<file path="src/rtl/f1_pkg.sv">
// Shared types and constants for the F1 start-light timing controller.
package f1_pkg;

  localparam int unsigned LFSR_W  = 7;
  localparam int unsigned PRESC_W = 16;

  typedef enum logic [1:0] {
    IDLE  = 2'd0,
    SEQ   = 2'd1,
    DELAY = 2'd2
  } f1_state_e;

  // One Fibonacci step of x^7+x^6+1: shift left, bit6 ^ bit5 into bit0.
  function automatic logic [LFSR_W-1:0] lfsr_next(input logic [LFSR_W-1:0] v);
    return {v[LFSR_W-2:0], v[6] ^ v[5]};
  endfunction

endpackage

</file>
<file path="src/rtl/f1_lfsr7.sv">
// 7-bit maximal-length LFSR used as the random hold-delay source.
module f1_lfsr7
  import f1_pkg::*;
(
  input  logic              clk,
  input  logic              rst,
  input  logic              en,
  input  logic [LFSR_W-1:0] seed,
  output logic [LFSR_W-1:0] q
);

  logic [LFSR_W-1:0] q_q;
  logic [LFSR_W-1:0] q_d;

  // Advance once per enabled cycle; an all-zero register escapes to 1 so it never locks up.
  always_comb begin
    q_d = q_q;
    if (en) begin
      if (q_q == '0) begin
        q_d = LFSR_W'(1);
      end else begin
        q_d = lfsr_next(q_q);
      end
    end
  end

  // State register with synchronous reset to the seed.
  always_ff @(posedge clk) begin
    if (rst) begin
      q_q <= seed;
    end else begin
      q_q <= q_d;
    end
  end

  assign q = q_q;

endmodule

</file>
<file path="src/rtl/f1_timing_ctrl.sv">
// Tick generator and random hold-delay timer for the start-light sequence FSM.
module f1_timing_ctrl
  import f1_pkg::*;
#(
  parameter int unsigned       TICK_PERIOD = 48,
  parameter logic [LFSR_W-1:0] LFSR_SEED   = 7'h01
) (
  input  logic              clk,
  input  logic              rst,
  input  logic              en,
  input  logic              cmd_seq,
  input  logic              cmd_delay,
  output logic              tick,
  output logic              time_out,
  output logic [LFSR_W-1:0] delay_val,
  output logic              busy
);

  localparam logic [PRESC_W-1:0] PRESC_LAST = PRESC_W'(TICK_PERIOD - 1);

  f1_state_e         state_q, state_d;
  logic [PRESC_W-1:0] presc_q, presc_d;
  logic [LFSR_W-1:0]  dcnt_q, dcnt_d;
  logic [LFSR_W-1:0]  dval_q, dval_d;
  logic               dly_prev_q, dly_prev_d;
  logic               tick_q, tick_d;
  logic               time_out_q, time_out_d;
  logic [LFSR_W-1:0]  lfsr_q;
  logic               strobe;
  logic               dly_rise;

  f1_lfsr7 u_lfsr (
    .clk  (clk),
    .rst  (rst),
    .en   (en),
    .seed (LFSR_SEED),
    .q    (lfsr_q)
  );

  assign strobe   = (presc_q == PRESC_LAST);
  assign dly_rise = cmd_delay & ~dly_prev_q;

  // Next-state, prescaler, delay counter and strobe decode.
  // tick/time_out are registered from the strobe, so they appear one cycle after the
  // prescaler's last count; that lands exactly N*TICK_PERIOD cycles after state entry.
  always_comb begin
    state_d    = state_q;
    presc_d    = presc_q;
    dcnt_d     = dcnt_q;
    dval_d     = dval_q;
    dly_prev_d = dly_prev_q;
    tick_d     = 1'b0;
    time_out_d = 1'b0;
    if (en) begin
      dly_prev_d = cmd_delay;
      unique case (state_q)
        IDLE: begin
          if (dly_rise) begin
            dval_d  = lfsr_q;
            dcnt_d  = lfsr_q;
            state_d = DELAY;
          end else if (cmd_seq) begin
            state_d = SEQ;
          end
        end
        SEQ: begin
          if (dly_rise) begin
            dval_d  = lfsr_q;
            dcnt_d  = lfsr_q;
            state_d = DELAY;
          end else if (!cmd_seq) begin
            state_d = IDLE;
          end else if (strobe) begin
            tick_d = 1'b1;
          end
        end
        DELAY: begin
          if (!cmd_delay) begin
            state_d = IDLE;
          end else if (strobe) begin
            dcnt_d = dcnt_q - 7'd1;
            if (dcnt_q == 7'd1) begin
              time_out_d = 1'b1;
              state_d    = IDLE;
            end
          end
        end
        default: state_d = IDLE;
      endcase
      if ((state_d != state_q) || (state_d == IDLE) || strobe) begin
        presc_d = '0;
      end else begin
        presc_d = presc_q + 16'd1;
      end
    end
  end

  // All controller state, synchronous active-high reset.
  always_ff @(posedge clk) begin
    if (rst) begin
      state_q    <= IDLE;
      presc_q    <= '0;
      dcnt_q     <= '0;
      dval_q     <= '0;
      dly_prev_q <= 1'b0;
      tick_q     <= 1'b0;
      time_out_q <= 1'b0;
    end else begin
      state_q    <= state_d;
      presc_q    <= presc_d;
      dcnt_q     <= dcnt_d;
      dval_q     <= dval_d;
      dly_prev_q <= dly_prev_d;
      tick_q     <= tick_d;
      time_out_q <= time_out_d;
    end
  end

  assign tick      = tick_q;
  assign time_out  = time_out_q;
  assign delay_val = dval_q;
  assign busy      = (state_q != IDLE);

endmodule

</file>
<file path="config.mk">
export PLATFORM = sky130hd
export DESIGN_NAME = f1_timing_ctrl
export DESIGN_NICKNAME = d
export VERILOG_FILES = /design/src/rtl/f1_pkg.sv /design/src/rtl/f1_lfsr7.sv /design/src/rtl/f1_timing_ctrl.sv
export SDC_FILE = /design/constraint.sdc
export NUM_CORES = 1
export LEC_CHECK = 0
export ABC_CLOCK_PERIOD_IN_PS = 3500
export BUFFER_PORTS_ARGS = -buffer_cell sky130_fd_sc_hd__buf_2
export CAP_MARGIN = 15
export CORE_MARGIN = 1
export CORE_UTILIZATION = 40
export DETAILED_ROUTE_END_ITERATION = 7
export PLACE_DENSITY_LB_ADDON = 0.1
export SYNTH_ARGS = -nofsm -noshare
export SYNTH_HDL_FRONTEND = slang
export SYNTH_SLANG_ARGS = --single-unit
</file>
<file path="constraint.sdc">
create_clock -name clk -period 3.5 [get_ports clk]
set_input_delay 0.7 -clock clk [delete_from_list [all_inputs] [get_ports clk]]
set_output_delay 0.7 -clock clk [all_outputs]
set_load 0.03 [all_outputs]
</file>
==> qor.csv, run 1 <==
stage;metric;value;unit
critical_path;critPathBufInv;0;
critical_path;slowest_stage;nor4_1;
critical_path;arrival;2.38;ns
layout;layout-drive-gt1-share;12.40;%
critical_path;r2r_setup_slack;1.35;ns
placement;gp_congestion;0.8018;
critical_path;cp_top_family;simple AND/OR/NAND/NOR gates;
drt;drtIter0Drc;115;
run;maxCapViolations;0;
clock_network;cts_tree;done;
timing;max-slew-margin-rel;45.27;%
clock_network;cts_root_buf;clkbuf_8;
clock_network;cts.sinks;42;
timing;rsz0062_at_grt;false;
logic_synthesis;ys_types;48;
grt;grt_first_pass_wirelength;7.928;mm
clock_network;numCtsBuffers;5;
clock_network;h-tree-depth;2;
drt;avgViaCountPerCell;5.538;
drt;dr.pass1.iters;4;
logic_synthesis;synth_warnings;0;
logic_synthesis;synth_top_area_cell;dfxtp_1;
drt;post_drt_wl_per_cell;14.30;µm
drt;wirelength;4.649;mm
timing;fmax;465.9;MHz
grt;grt_remaining_overflow;0;
outcome;outcome;finished, final reports clean;
logic_synthesis;syn_area_per_cell;8.463;µm²
logic_synthesis;yosys_register_bits;42;
logic_synthesis;synth_edf_count;0;
floorplanning;rows;25;
placement;dp_hpwl;3.113;mm
logic_synthesis;async_flop_share;0;%
critical_path;crit_required;3.73;ns
floorplanning;dieArea;5497;µm²
layout;synthToLayoutAreaGrowth;13.22;%
clock_network;cts_hold_buffers;0;
logic_synthesis;ys.flop_type;dfxtp_1;
power_and_ir_drop;power;1.062;mW
worst_hold_path;whs_path_depth;2;
logic_synthesis;seq_area_frac_synth;40.38;%
worst_hold_path;min-delay-start;delay_val[1];
critical_path;max_stage_delay;0.72;ns
timing;clock_skew;0.009403;ns
logic_synthesis;synth_top_area_share;40.38;%
timing;finalCritPeriodShare;61.32;%
grt;grt_max_degree;40;
critical_path;setup.worst_path.start_class;flip-flop;
critical_path;rr_worst_depth;5;
timing;finalHoldViolCount;0;
placement;numPlacedInstances;317;
logic_synthesis;synth_nets;254;
timing;tns;0;ns
grt;antenna_found_initial;0;
critical_path;cp_max_fo;4;
drt;ant_nets;0;
floorplanning;fp.dieW;74.15;µm
floorplanning;core_area;4880;µm²
layout;antenna_cells;0;
worst_hold_path;min_path_type;reg2reg;
timing;finalCriticalPeriod;2.146;ns
clock_network;clk_pin_slew_worst_paths;0.09;ns
drt;post-route-drc-count;0;
floorplanning;start_util;42.67;%
placement;io_buffers;14;
timing;drv_slew;0;
logic_synthesis;syn_area;2082;µm²
floorplanning;dieHeight;74.15;µm
power_and_ir_drop;p_per_area;450.7;nW/µm²
worst_hold_path;whs_endpoint;delay_val[1];
layout;fin_nets;265;
timing;setup_viol;0;
critical_path;cp-end-kind;flip-flop;
clock_network;worstSkewPairLatency;0.30;ns
critical_path;crit_type;reg2reg;
timing;worst_pin_slew;0.8135;ns
grt;grt_usage;19.00;%
logic_synthesis;synth.area.top_cells;dfxtp_1, nand2_1, mux2i_1;
drt;dr_total_vias;1800;
logic_synthesis;netlist_instances;246;
floorplanning;io_pins;15;
clock_network;postCtsSetupRepairBufs;0;
critical_path;r2r-end;dcnt_q[2];
clock_network;cts_resized;0;
critical_path;worstPathCellList;ha_1 -> or4b_1 -> nor4_1 -> nand3_1 -> a31oi_1;
critical_path;r2r-start;presc_q[0];
layout;fin_util;48.31;%
power_and_ir_drop;p_leak;0.8351;nW
layout;layout.cells.non_filler;325;
clock_network;clock_path_buffers;2;
power_and_ir_drop;ir_drop;0.2257;mV
grt;grt_pass1_vias;1603;
==> worst max-delay path by stage <==
stage | cells past startpoint | start | end
after floorplan | 4 | en | presc_q[15]
after global placement | 5 | en | presc_q[15]
final | 5 | presc_q[0] | dcnt_q[2]
after detailed placement | 6 | en | presc_q[14]
after CTS | 5 | presc_q[0] | dcnt_q[2]
after global routing | 5 | presc_q[0] | dcnt_q[0]
==> final cells by class <==
type,instances,area [µm²]
Tap cell,67,83.83
Clock inverter,3,68.82
Inverter,5,18.77
Sequential cell,42,840.8
Multi-Input combinational cell,185,1176
Timing Repair Buffer,18,100.1
Clock buffer,5,68.82
Fill cell,502,2522
==> cells in the mapped netlist, drive strengths merged, types with 4 or more instances <==
library cell  count
nor4              7
mux2i             8
xor2              6
inv               5
nor2             13
dfxtp            42
xnor2             5
nand4             6
nor3             14
nand2            29
a211oi            5
clkbuf           12
or3               4
nand3             9
a21oi            15
nand2b            6
or4               8
o21ai             7
==> power breakdown <==
group / internal (mW) / switching [mW]
Sequential: 0.488 / 0.0128
Clock: 0.286 / 0.177
Combinational: 0.0376 / 0.0616
Total: 0.811 / 0.251
==> registers in the layout (all words and copies together) (netlist names) <==
register    cells
presc_q        16
dcnt_q          7
delay_val       7
u_lfsr.q        7
state_q         2
dly_prev_q      1
tick            1
time_out        1
==> worst register-to-register path, stage by stage (launching register included) <==
cell and delay, ns:
dfxtp_1 0.38, ha_1 0.21, or4b_1 0.44, nor4_1 0.72
nand3_1 0.15, a31oi_1 0.19
==> routing by layer <==
metal  track usage, %  share of wire [%]  vias to the layer above
met4            6.838                1.4                        0
met5                0                  0                        -
li1                 -                  -                      935
met3            4.472                3.1                        8
met1            27.87                 55                      827
met2            26.87                 41                       30
==> layout by cell type (no fill, tap or decap), drive strengths merged, types with 2 or more instances in the layout <==
| cell type | Yosys | final |
|---|---|---|
| dfxtp | 42 | 42 |
| nand2 | 29 | 29 |
| buf | 2 | 18 |
| a21oi | 15 | 15 |
| nor3 | 14 | 14 |
| nor2 | 13 | 13 |
| nand3 | 9 | 9 |
| mux2i | 8 | 8 |
| or4 | 8 | 8 |
| nor4 | 7 | 7 |
| o21ai | 7 | 7 |
| nand2b | 6 | 6 |
| xor2 | 6 | 6 |
| nand4 | 6 | 6 |
| inv | 5 | 5 |
| xnor2 | 5 | 5 |
| a211oi | 5 | 5 |
| clkbuf | 12 | 5 |
| or3 | 4 | 4 |
| and2 | 3 | 3 |
| nor2b | 3 | 3 |
| o31ai | 3 | 3 |
| o211ai | 3 | 3 |
| ha | 3 | 3 |
| and3 | 2 | 2 |
| and4 | 2 | 2 |
| nand4b | 2 | 2 |
| o32ai | 2 | 2 |
| o2111ai | 2 | 2 |
| a22oi | 2 | 2 |
| o22ai | 2 | 2 |
| a31oi | 2 | 2 |
| bufinv | 0 | 2 |
| or4b | 2 | 2 |
==> through the flow <==
step | instance area [µm²] | hold slack (ns) | worst slack, ns
after floorplan | 2082 | 0.4487 | 1.427
after global placement | 2220 | 0.4416 | 1.223
after detailed placement | 2220 | 0.4441 | 1.175
after CTS | 2357 | 0.4571 | 1.296
after global routing | 2357 | 0.4800 | 1.166
final | 2357 | 0.4540 | 1.354
==> logic make-up (layout without fill, tap and decap cells) <==
group | count (synthesis) | after routing | share of synthesized area, %
adders and majority gates | 3 | 3 | 1.803
muxes | 8 | 8 | 3.846
and+or+nand+nor | 116 | 116 | 31.31
buffers and inverters | 19 | 31 | 3.426
xor gates and xnor gates | 11 | 11 | 4.627
AOI/OAI and AO/OA | 47 | 47 | 14.60
DFF | 42 | 42 | 40.38
Power figures use the tool's default switching activity.
==> run 2, diff against run 1 <==
- ABC_CLOCK_PERIOD_IN_PS: 3500 -> 2100
- clock period: 3.5 -> 2.1 ns (I/O delays scaled with it)
==> qor.csv, run 2 (synthesis results as in run 1) <==
stage;metric;value;unit
layout;fin_util;49.36;%
power_and_ir_drop;ir_drop;0.3618;mV
drt;dr.pass1.iters;4;
floorplanning;core_area;4880;µm²
drt;drtIter0Drc;137;
grt;antenna_found_initial;0;
layout;final_common_cell;dfxtp_1;
clock_network;worstSkewPairLatency;0.30;ns
grt;grt_usage;19.74;%
critical_path;rr_worst_depth;4;
floorplanning;rows;25;
drt;post-route-drc-count;0;
power_and_ir_drop;p_int;1.238;mW
timing;drv_slew;0;
grt;grt_max_degree;28;
critical_path;r2r_setup_slack;0.11;ns
floorplanning;fp.dieW;74.15;µm
clock_network;cts_hold_buffers;0;
timing;clock_skew;0.003231;ns
critical_path;setup.worst_path.start_class;flip-flop;
critical_path;cp-end-kind;flip-flop;
power_and_ir_drop;sequentialPowerShare;50.5;%
clock_network;cts_tree;done;
floorplanning;start_util;42.67;%
critical_path;r2r-start;dcnt_q[4];
grt;grt_pass1_vias;1678;
critical_path;cp-endpoint;state_q[1];
layout;largest_reg_flops;16;
worst_hold_path;min_path_type;in2reg;
drt;avgViaCountPerCell;5.482;
grt;grt_remaining_overflow;0;
clock_network;clk_pin_slew_worst_paths;0.08;ns
timing;finalHoldViolCount;0;
layout;largest-register;presc_q;
clock_network;cts_root_buf;clkbuf_8;
timing;finalCritPeriodShare;94.78;%
run;maxCapViolations;0;
critical_path;cp_max_fo;4;
layout;layout-drive-gt1-share;15.36;%
layout;layout_common_cells;dfxtp_1, nand2_1, a21oi_1;
outcome;outcome;finished, final reports clean;
power_and_ir_drop;p_sw;0.4139;mW
timing;worst_pin_slew;0.4361;ns
placement;dp_hpwl;3.315;mm
clock_network;h-tree-depth;2;
layout;fin_nets;274;
power_and_ir_drop;swShare;25.05;%
floorplanning;io_pins;15;
power_and_ir_drop;p_leak;0.8729;nW
clock_network;cts_resized;0;
power_and_ir_drop;p_per_area;686.0;nW/µm²
placement;postPlaceCellArea;2300;µm²
critical_path;r2r-end;state_q[1];
drt;post_drt_wl_per_cell;14.23;µm
clock_network;cts.sinks;42;
timing;setup_viol;0;
clock_network;numCtsBuffers;5;
timing;rsz0062_at_grt;false;
drt;wirelength;4.752;mm
power_and_ir_drop;pwr-share-comb;11.0;%
power_and_ir_drop;clkPwrFrac;38.6;%
timing;fmax;502.4;MHz
critical_path;crit_type;reg2reg;
clock_network;clock_path_buffers;2;
critical_path;crit_required;2.29;ns
drt;ant_nets;0;
timing;finalCriticalPeriod;1.990;ns
placement;gp_congestion;0.7754;
critical_path;crit_start;dcnt_q[4];
layout;fin_area;2409;µm²
grt;grt_first_pass_wirelength;8.252;mm
power_and_ir_drop;power;1.652;mW
floorplanning;dieArea;5497;µm²
floorplanning;dieHeight;74.15;µm
drt;dr_total_vias;1831;
clock_network;postCtsSetupRepairBufs;0;
layout;antenna_cells;0;
timing;max-slew-margin-rel;70.66;%
critical_path;arrival;2.18;ns
placement;io_buffers;14;
layout;synthToLayoutAreaGrowth;15.69;%
timing;tns;0;ns
## run 2: cell types whose count changed in the layout (fill, tap and decap cells not counted), sizes merged
cell    delta
clkinv     +1
buf        +9
bufinv     -1
## run 2: routing by layer
metal / global-route usage, % / vias to the layer above / wire (µm)
met5: 0 / - / 0
met4: 6.410 / 0 / 64
met3: 3.659 / 5 / 162
met2: 27.37 / 34 / 1938
met1: 30.28 / 849 / 2586
li1: - / 943 / -
## run 2: worst max-delay path: stages, from the launching register on
cell and delay [ns]:
dfxtp_1 0.34, or3_4 0.39, or4b_4 0.52, or4_1 0.51, o211a_1 0.13
## run 2: per-stage QoR
| step | worst slack (ns) | hold slack, ns | std cells |
|---|---|---|---|
| 3_3_place_gp | 0.1388 | 0.4413 | 326 |
| 5_1_grt | 0.05479 | 0.4391 | 334 |
| 4_1_cts | 0.1110 | 0.4109 | 334 |
| 6_report | 0.1096 | 0.4245 | 334 |
| 3_5_place_dp | 0.1180 | 0.4439 | 326 |
| 2_1_floorplan | 0.1365 | 0.4487 | 246 |
## run 2: power by group through the flow
stage,Sequential (mW),Clock (mW),Combinational (mW)
after global routing,0.838,0.691,0.203
after CTS,0.834,0.661,0.182
final,0.834,0.637,0.181
after detailed placement,0.852,0,0.181
after floorplan,0.850,0,0.122
after global placement,0.852,0,0.182
## run 2: worst min path at each step
stage / start / to / slack [ns] / cells after the start
after floorplan: dcnt_q[5] / dcnt_q[5] / 0.45 / 2
after global placement: delay_val[1] / delay_val[1] / 0.44 / 2
after detailed placement: delay_val[1] / delay_val[1] / 0.44 / 2
after CTS: cmd_seq / state_q[0] / 0.41 / 3
after global routing: cmd_seq / state_q[0] / 0.44 / 3
final: cmd_seq / state_q[0] / 0.42 / 3
## run 2: area by class of cell
cell class | count | area (µm²)
well taps | 67 | 83.83
flip-flops and latches | 42 | 840.8
repair buffers | 27 | 180.2
clock inverters | 3 | 40.04
multi-input cells | 185 | 1176
clock buffers | 5 | 68.82
fillers | 507 | 2471
inverters | 5 | 18.77
